**config.mk**
```make
export PLATFORM = sky130hd
export DESIGN_NAME = thread_fetch_sched
export DESIGN_NICKNAME = d
export VERILOG_FILES = /design/src/rtl/thread_fetch_sched.sv
export SDC_FILE = /design/constraint.sdc
export NUM_CORES = 1
export LEC_CHECK = 0
export BUFFER_PORTS_ARGS = -buffer_cell sky130_fd_sc_hd__buf_2
export CORE_AREA = 2 2 218 220
export CTS_BUF_LIST = sky130_fd_sc_hd__clkbuf_16
export DETAILED_ROUTE_END_ITERATION = 8
export DIE_AREA = 0 0 220 222
export GPL_ROUTABILITY_DRIVEN = 0
export HOLD_SLACK_MARGIN = 0.12
export PLACE_DENSITY = 0.69
export SLEW_MARGIN = 15
export SYNTH_ARGS = -nofsm -noshare
export SYNTH_HDL_FRONTEND = slang
export SYNTH_SLANG_ARGS = --single-unit
```
**constraint.sdc**
```tcl
create_clock -name clk -period 2.1 [get_ports clk]
set_input_delay 0.105 -clock clk [delete_from_list [all_inputs] [get_ports clk]]
set_output_delay 0.105 -clock clk [all_outputs]
set_load 0.01 [all_outputs]
```
**src/rtl/thread_fetch_sched.sv**
```systemverilog
// Barrel-thread fetch scheduler: strict round-robin over per-thread PC/ready state,
// issuing selected PCs through a fixed-latency fetch register chain.
module thread_fetch_sched #(
  parameter int                    NUM_THREADS  = 32,
  parameter int                    TID_WIDTH    = $clog2(NUM_THREADS),
  parameter int                    ADDR_WIDTH   = 11,
  parameter logic [ADDR_WIDTH-1:0] STARTUP_ADDR = '0,
  parameter int                    FETCH_STAGES = 2
) (
  input  logic                  clk,
  input  logic                  resetn,
  input  logic                  en,
  input  logic                  pc_wr_en,
  input  logic [TID_WIDTH-1:0]  pc_wr_tid,
  input  logic [ADDR_WIDTH-1:0] pc_wr_addr,
  output logic [ADDR_WIDTH-1:0] imem_addr,
  output logic                  fetch_valid,
  output logic [TID_WIDTH-1:0]  fetch_tid,
  output logic [ADDR_WIDTH-1:0] fetch_pc,
  output logic                  wr_err
);

  typedef struct packed {
    logic                  valid;
    logic [TID_WIDTH-1:0]  tid;
    logic [ADDR_WIDTH-1:0] addr;
  } slot_t;

  logic [ADDR_WIDTH-1:0] pc [NUM_THREADS];
  logic [NUM_THREADS-1:0] ready;
  logic [TID_WIDTH-1:0]  sel;
  slot_t                 chain [FETCH_STAGES];
  slot_t                 push;
  logic                  wr_hit_ready;

  // Select decision reads only registered state: a same-cycle write-back is not bypassed.
  always_comb begin
    // NOTE: every always_comb output gets a default first so no path can infer a latch.
    push         = '0;
    wr_hit_ready = 1'b0;
    push.valid   = en & ready[sel];
    push.tid     = sel;
    push.addr    = pc[sel];
    for (int i = 0; i < NUM_THREADS; i++) begin
      if (pc_wr_tid == TID_WIDTH'(i)) wr_hit_ready = ready[i];
    end
  end

  // Per-thread state; a write-back's set of ready takes priority over the issue clear.
  always_ff @(posedge clk or negedge resetn) begin
    if (!resetn) begin
      // NOTE: the PC table lives in flops and must come out of reset at STARTUP_ADDR,
      // so it is reset like any other register rather than left as an unreset RAM.
      for (int i = 0; i < NUM_THREADS; i++) pc[i] <= STARTUP_ADDR;
      ready <= '1;
    end else begin
      for (int i = 0; i < NUM_THREADS; i++) begin
        // NOTE: sequential state uses non-blocking assignments so every read sees the
        // pre-edge value regardless of statement order.
        if (pc_wr_en && pc_wr_tid == TID_WIDTH'(i)) begin
          pc[i]    <= pc_wr_addr;
          ready[i] <= 1'b1;
        end else if (en && sel == TID_WIDTH'(i)) begin
          ready[i] <= 1'b0;
        end
      end
    end
  end

  always_ff @(posedge clk or negedge resetn) begin
    if (!resetn) begin
      sel    <= '0;
      wr_err <= 1'b0;
    end else begin
      if (en) sel <= (sel == TID_WIDTH'(NUM_THREADS - 1)) ? '0 : sel + 1'b1;
      if (pc_wr_en && wr_hit_ready) wr_err <= 1'b1;
    end
  end

  // Fetch chain never stalls; en only turns the entering slot into a bubble.
  always_ff @(posedge clk or negedge resetn) begin
    if (!resetn) begin
      for (int k = 0; k < FETCH_STAGES; k++) chain[k] <= '0;
    end else begin
      chain[0] <= push;
      for (int k = 1; k < FETCH_STAGES; k++) chain[k] <= chain[k-1];
    end
  end

  assign fetch_valid = chain[FETCH_STAGES-1].valid;
  assign fetch_tid   = chain[FETCH_STAGES-1].tid;
  assign fetch_pc    = chain[FETCH_STAGES-1].addr;
  assign imem_addr   = chain[FETCH_STAGES-1].addr;

endmodule

```
After elaboration in Yosys (flattened, before gate mapping)
Index checks and enable logic that the tools add are counted.

Register bits after elaboration: 424. Input bits: 20. Output and inout bits: 29. Word-level logic and storage cells: 340.

Add/sub/neg operators: 1. Order comparisons: 2. Equal/unequal tests: 62. Muxes and demuxes: 102. Bitwise logic cells: 2. Reductions and logical operators: 99.

Operators with widths (number): == test 5 bit, second input constant (32); 2-to-1 mux 1 bit (97); == test 5 x 4 -> 1 bit, second input constant (16); logical AND 1 bit (65); nonzero test 2 bit (32); binary-select mux 11 bit (select 5 bit) (1); == test 5 x 3 -> 1 bit, second input constant (8); 2-to-1 mux 11 bit (2); == test 5 x 2 -> 1 bit, second input constant (4); == test 5 x 1 -> 1 bit, second input constant (2); logical NOT 5 bit (2); >= comparator 6 bit, second input constant (1); < comparator 5 x 6 -> 1 bit, second input constant (1); NOT 5 -> 6 bit (1); adder 5 x 1 -> 5 bit, second input constant (1); binary-select mux 1 bit (select 5 bit) (1); 2-to-1 mux 5 bit (1); bitwise AND 1 bit (1).

Depth between registers and ports, before layout
Depth after elaboration: 34. Gate-level depth with buffers: 8. Gate-level depth less buffers: 6.

Worst setup path after synthesis
No wires, ideal clock.

Path kind: register -> register. Start point: register sel[1]. End point: register chain[21] (netlist bit). Library setup time: 117 ps. Arrival time: 1919 ps. Data required time: 1983 ps. Path slack: 64 ps. Cell stages (with the launch flop): 8. Buffers on the path: 3. Period minus slack after synthesis: 2036 ps. Path through: dfrtp_1 clkbuf_1 buf_2 buf_2 mux4_2 mux4_2 nand2_1 nand2_1.

RTL lines: from (decl) (RTL line 31) `logic [TID_WIDTH-1:0] sel;`; from (signal assigned) (RTL line 75) `if (en) sel <= (sel == TID_WIDTH'(NUM_THREADS - 1)) ? '0 : sel + 1'b1;`; to (decl) (RTL line 32) `slot_t chain [FETCH_STAGES];`.

==> reports/qor.txt <==
Outcome: complete, but fails checks
Failing checks: setup timing
Critical path buffers and inverters: 2
Finished Cell Area: 22300 sq um
Pwr dens: 1180 nW/um^2
Fmax: 0.473 GHz
Syn Area/Cell: 15.1 sq um
Main synth FF type: dfrtp_1
CP startpoint: sel[0]$_DFFE_PN0P_
Layout cells sized above 1: 52.7%
Antenna-violating nets left: 0
Synthesized cell area: 19400 sq um
Core Area: 46300 sq um
Max H-tree Level: 2
CTS max path bufs: 3
Gr busiest metal: met2
Critical path class: reg2reg
GRT met1 Usage: 28.9%
Worst setup EP type: flop
# IOs: 49
First-pass GRT wire length: 72400 um
Count of different cell masters after synthesis: 43
CP Depth: 6
Worst flop-to-flop path endpoint: chain[25]$_DFF_PN0_
Antenna Cells: 0
Setup slack, reg-to-reg: -10 ps
Post-Syn Instances: 1284
Via count: 11200
Met3 usage: 2.91%
Die area: 48800 sq um
CP delay by family, top: multiplexers
Syn_nets: 1310
Die Height: 222 um
Static Leak: 9.77 nW
Critical path's slowest cell: mux4_2
Final HPWL DP: 28500 um
Finished Core Util: 48.1%
Max FO, Critical Path: 14
Via/cell ratio: 5.72
YS warnings: 0
Number of DRC markers in iteration 0: 906
Clk sinks: 424
Least-Margin Pin Slew: 614 ps
CTS Buf Count: 43
Unrepaired setup endpoints after global routing: yes
Number of enable flip-flop cells after synthesis: 0
Largest net degree at the start of global routing: 76
Total track usage: 19.5%
Peak supply drop: 0.576 mV
Max_slew headroom: 59.1%
Startpoint types: flop
TritonCTS clock tree: done
Register area share after synthesis: 55.0%
CP endpoint: chain[25]$_DFF_PN0_
Antenna violations before repair: 3
CP max stage delay: 560 ps
Period utilisation layout: 101%
Async SR Flop Fraction: 100%
Cell row count: 79
Final hold vios: 0
Width of the die: 220 um
Overflow after GRT: 0
Synthesized flop and latch total: 424
Wirelength, routed: 46800 um
Total Nets Final: 1353
Placed instance area: 20600 sq um
Final Setup Violations: 3
Port Buf Inserts: 48
Min-Delay Path Class: in2reg
R2R cell count: 6
Req. time, crit path: 2530 ps
WP data arrival: 2540 ps
Clk pin slew, worst setup/hold paths: 60 ps
Setup Skew: 21.5 ps
Initial Utilization: 41.8%
Critical path cell sequence: buf_12 > buf_12 > mux4_2 > mux4_2 > nand2_1 > nand2_1
Hold Path Cell Cnt: 4
Root buffer cell: clkbuf_16
Worst-Skew Late Latency: 560 ps
P&R area growth vs syn: 15.0%
R2r startpoint: sel[0]$_DFFE_PN0P_
Met2 Usage GRT: 30.4%
Final Max Slew Viols: 0
Worst setup margin: -15.0 ps
Layout fillers: 3926
Fin crit period: 2110 ps
Pre-antenna DRT Iters: 5
Vias in the first global route: 11800
Routed len/inst: 23.9 um
Maxcap violations: 0
DRC viols: 0
==> worst min-delay path by stage <==
stage | slack, ps | endpoint | start
floorplan | -190 | chain[17]$_DFF_PN0_ | resetn
global placement | 40 | pc[330]$_DFFE_PN0P_ | resetn
detailed placement | 50 | pc[341]$_DFFE_PN0P_ | resetn
CTS | 130 | ready[13]$_DFFE_PN1P_ | pc_wr_tid[3]
global route | 180 | ready[12]$_DFFE_PN1P_ | pc_wr_tid[3]
finish | 150 | ready[19]$_DFFE_PN1P_ | pc_wr_tid[0]
==> power breakdown <==
part,internal [mW],total (mW),switching [mW]
Sequential,10.3,11.6,1.22
Combinational,3.87,6.84,2.96
Clock,4.83,7.98,3.16
Total,19.0,26.4,7.34
==> worst min-delay path: cells and delay by family <==
family,cells,cell delay [ps]
AOI/OAI and AO/OA,1,100
buffers and inverters,2,390
and+or+nand+nor,1,90
==> what timing repair did <==
action | in CTS | in global routing
setup endpoints to repair | 10 | 11
resized for setup | 4 | 7
pin swaps | 0 | 0
endpoints found under the hold margin | 428 | 0
cloned | 1 | 2
hold buffers | 5 | 0
setup buffers | 4 | 0
==> sequential cells by signal, summed over array words and instances (netlist names) <==
signal,count
pc,352
ready,32
chain,17
fetch_pc,11
fetch_tid,5
sel,5
fetch_valid,1
wr_err,1
==> synth_stat cells (2+ instances only) <==
library cell | n | area share, %
inv_1 | 5 | 0.097
buf_1 | 5 | 0.097
dfstp_2 | 32 | 4.3
ha_1 | 6 | 0.39
clkbuf_1 | 59 | 1.1
dfrtp_1 | 392 | 51
a22oi_1 | 2 | 0.078
buf_2 | 45 | 1.2
or2_2 | 2 | 0.065
nand2_1 | 64 | 1.2
nand2b_1 | 9 | 0.29
o21ai_0 | 64 | 1.7
nor2b_1 | 3 | 0.097
a31oi_1 | 4 | 0.13
a21o_1 | 2 | 0.078
nor3b_1 | 3 | 0.12
nor2_1 | 33 | 0.64
and2_1 | 2 | 0.065
nand3b_1 | 6 | 0.23
buf_6 | 3 | 0.17
o211ai_1 | 2 | 0.078
nor3_1 | 2 | 0.052
nand3_1 | 9 | 0.23
or3b_2 | 3 | 0.14
mux4_2 | 121 | 14
a21oi_1 | 6 | 0.16
mux2_2 | 354 | 21
mux2i_1 | 5 | 0.26
buf_4 | 27 | 1.0
==> routing by layer <==
layer	up-vias	part of all wire, %
met4	6	2.2
met5	-	0.083
met2	298	47
li1	4749	-
met3	80	4.9
met1	6103	46
==> area by class of cell <==
type                            instances  area, sq um  share of cell area (%)
Timing Repair Buffer                  137         1360                    6.09
Tap cell                              607          759                    3.41
Sequential cell                       424        10700                    47.9
Inverter                                5         18.8                  0.0843
Clock buffer                           45         1130                    5.06
Multi-Input combinational cell        716         8020                    36.0
Clock inverter                         29          325                    1.46
==> metrics by stage <==
| step | worst slack (ps) | hold slack, ps | instances | TNS, ps | total power, mW |
|---|---|---|---|---|---|
| 6_report | -15.0 | 154 | 1963 | -26.1 | 26.4 |
| 5_1_grt | -58.5 | 183 | 1963 | -308 | 27.6 |
| 4_1_cts | 1.71 | 128 | 1961 | 0 | 26.5 |
| 3_5_place_dp | -73.4 | 52.3 | 1877 | -393 | 18.4 |
| 3_3_place_gp | -50.8 | 43.0 | 1877 | -252 | 18.2 |
| 2_1_floorplan | 63.8 | -191 | 1284 | 0 | 16.3 |
==> kinds of logic (layout without fill, tap and decap cells) <==
| group | Yosys count | in the layout | share of synthesized area (%) |
|---|---|---|---|
| compound gates | 89 | 89 | 2.55 |
| fa+ha+maj | 6 | 6 | 0.388 |
| buf+inv | 144 | 216 | 3.72 |
| flops | 424 | 424 | 55.0 |
| mux | 480 | 480 | 34.9 |
| simple gates | 141 | 141 | 3.36 |
==> placed cells by master (no fill, tap or decap), drive strengths merged, types with 14 or more instances in the layout <==
cell type,synthesis,layout
inv,5,14
o21ai,64,64
mux2,354,354
dfrtp,392,392
clkbuf,59,47
nand2,64,64
buf,80,130
mux4,121,121
dfstp,32,32
nor2,33,33
Power figures use the tool's default switching activity.
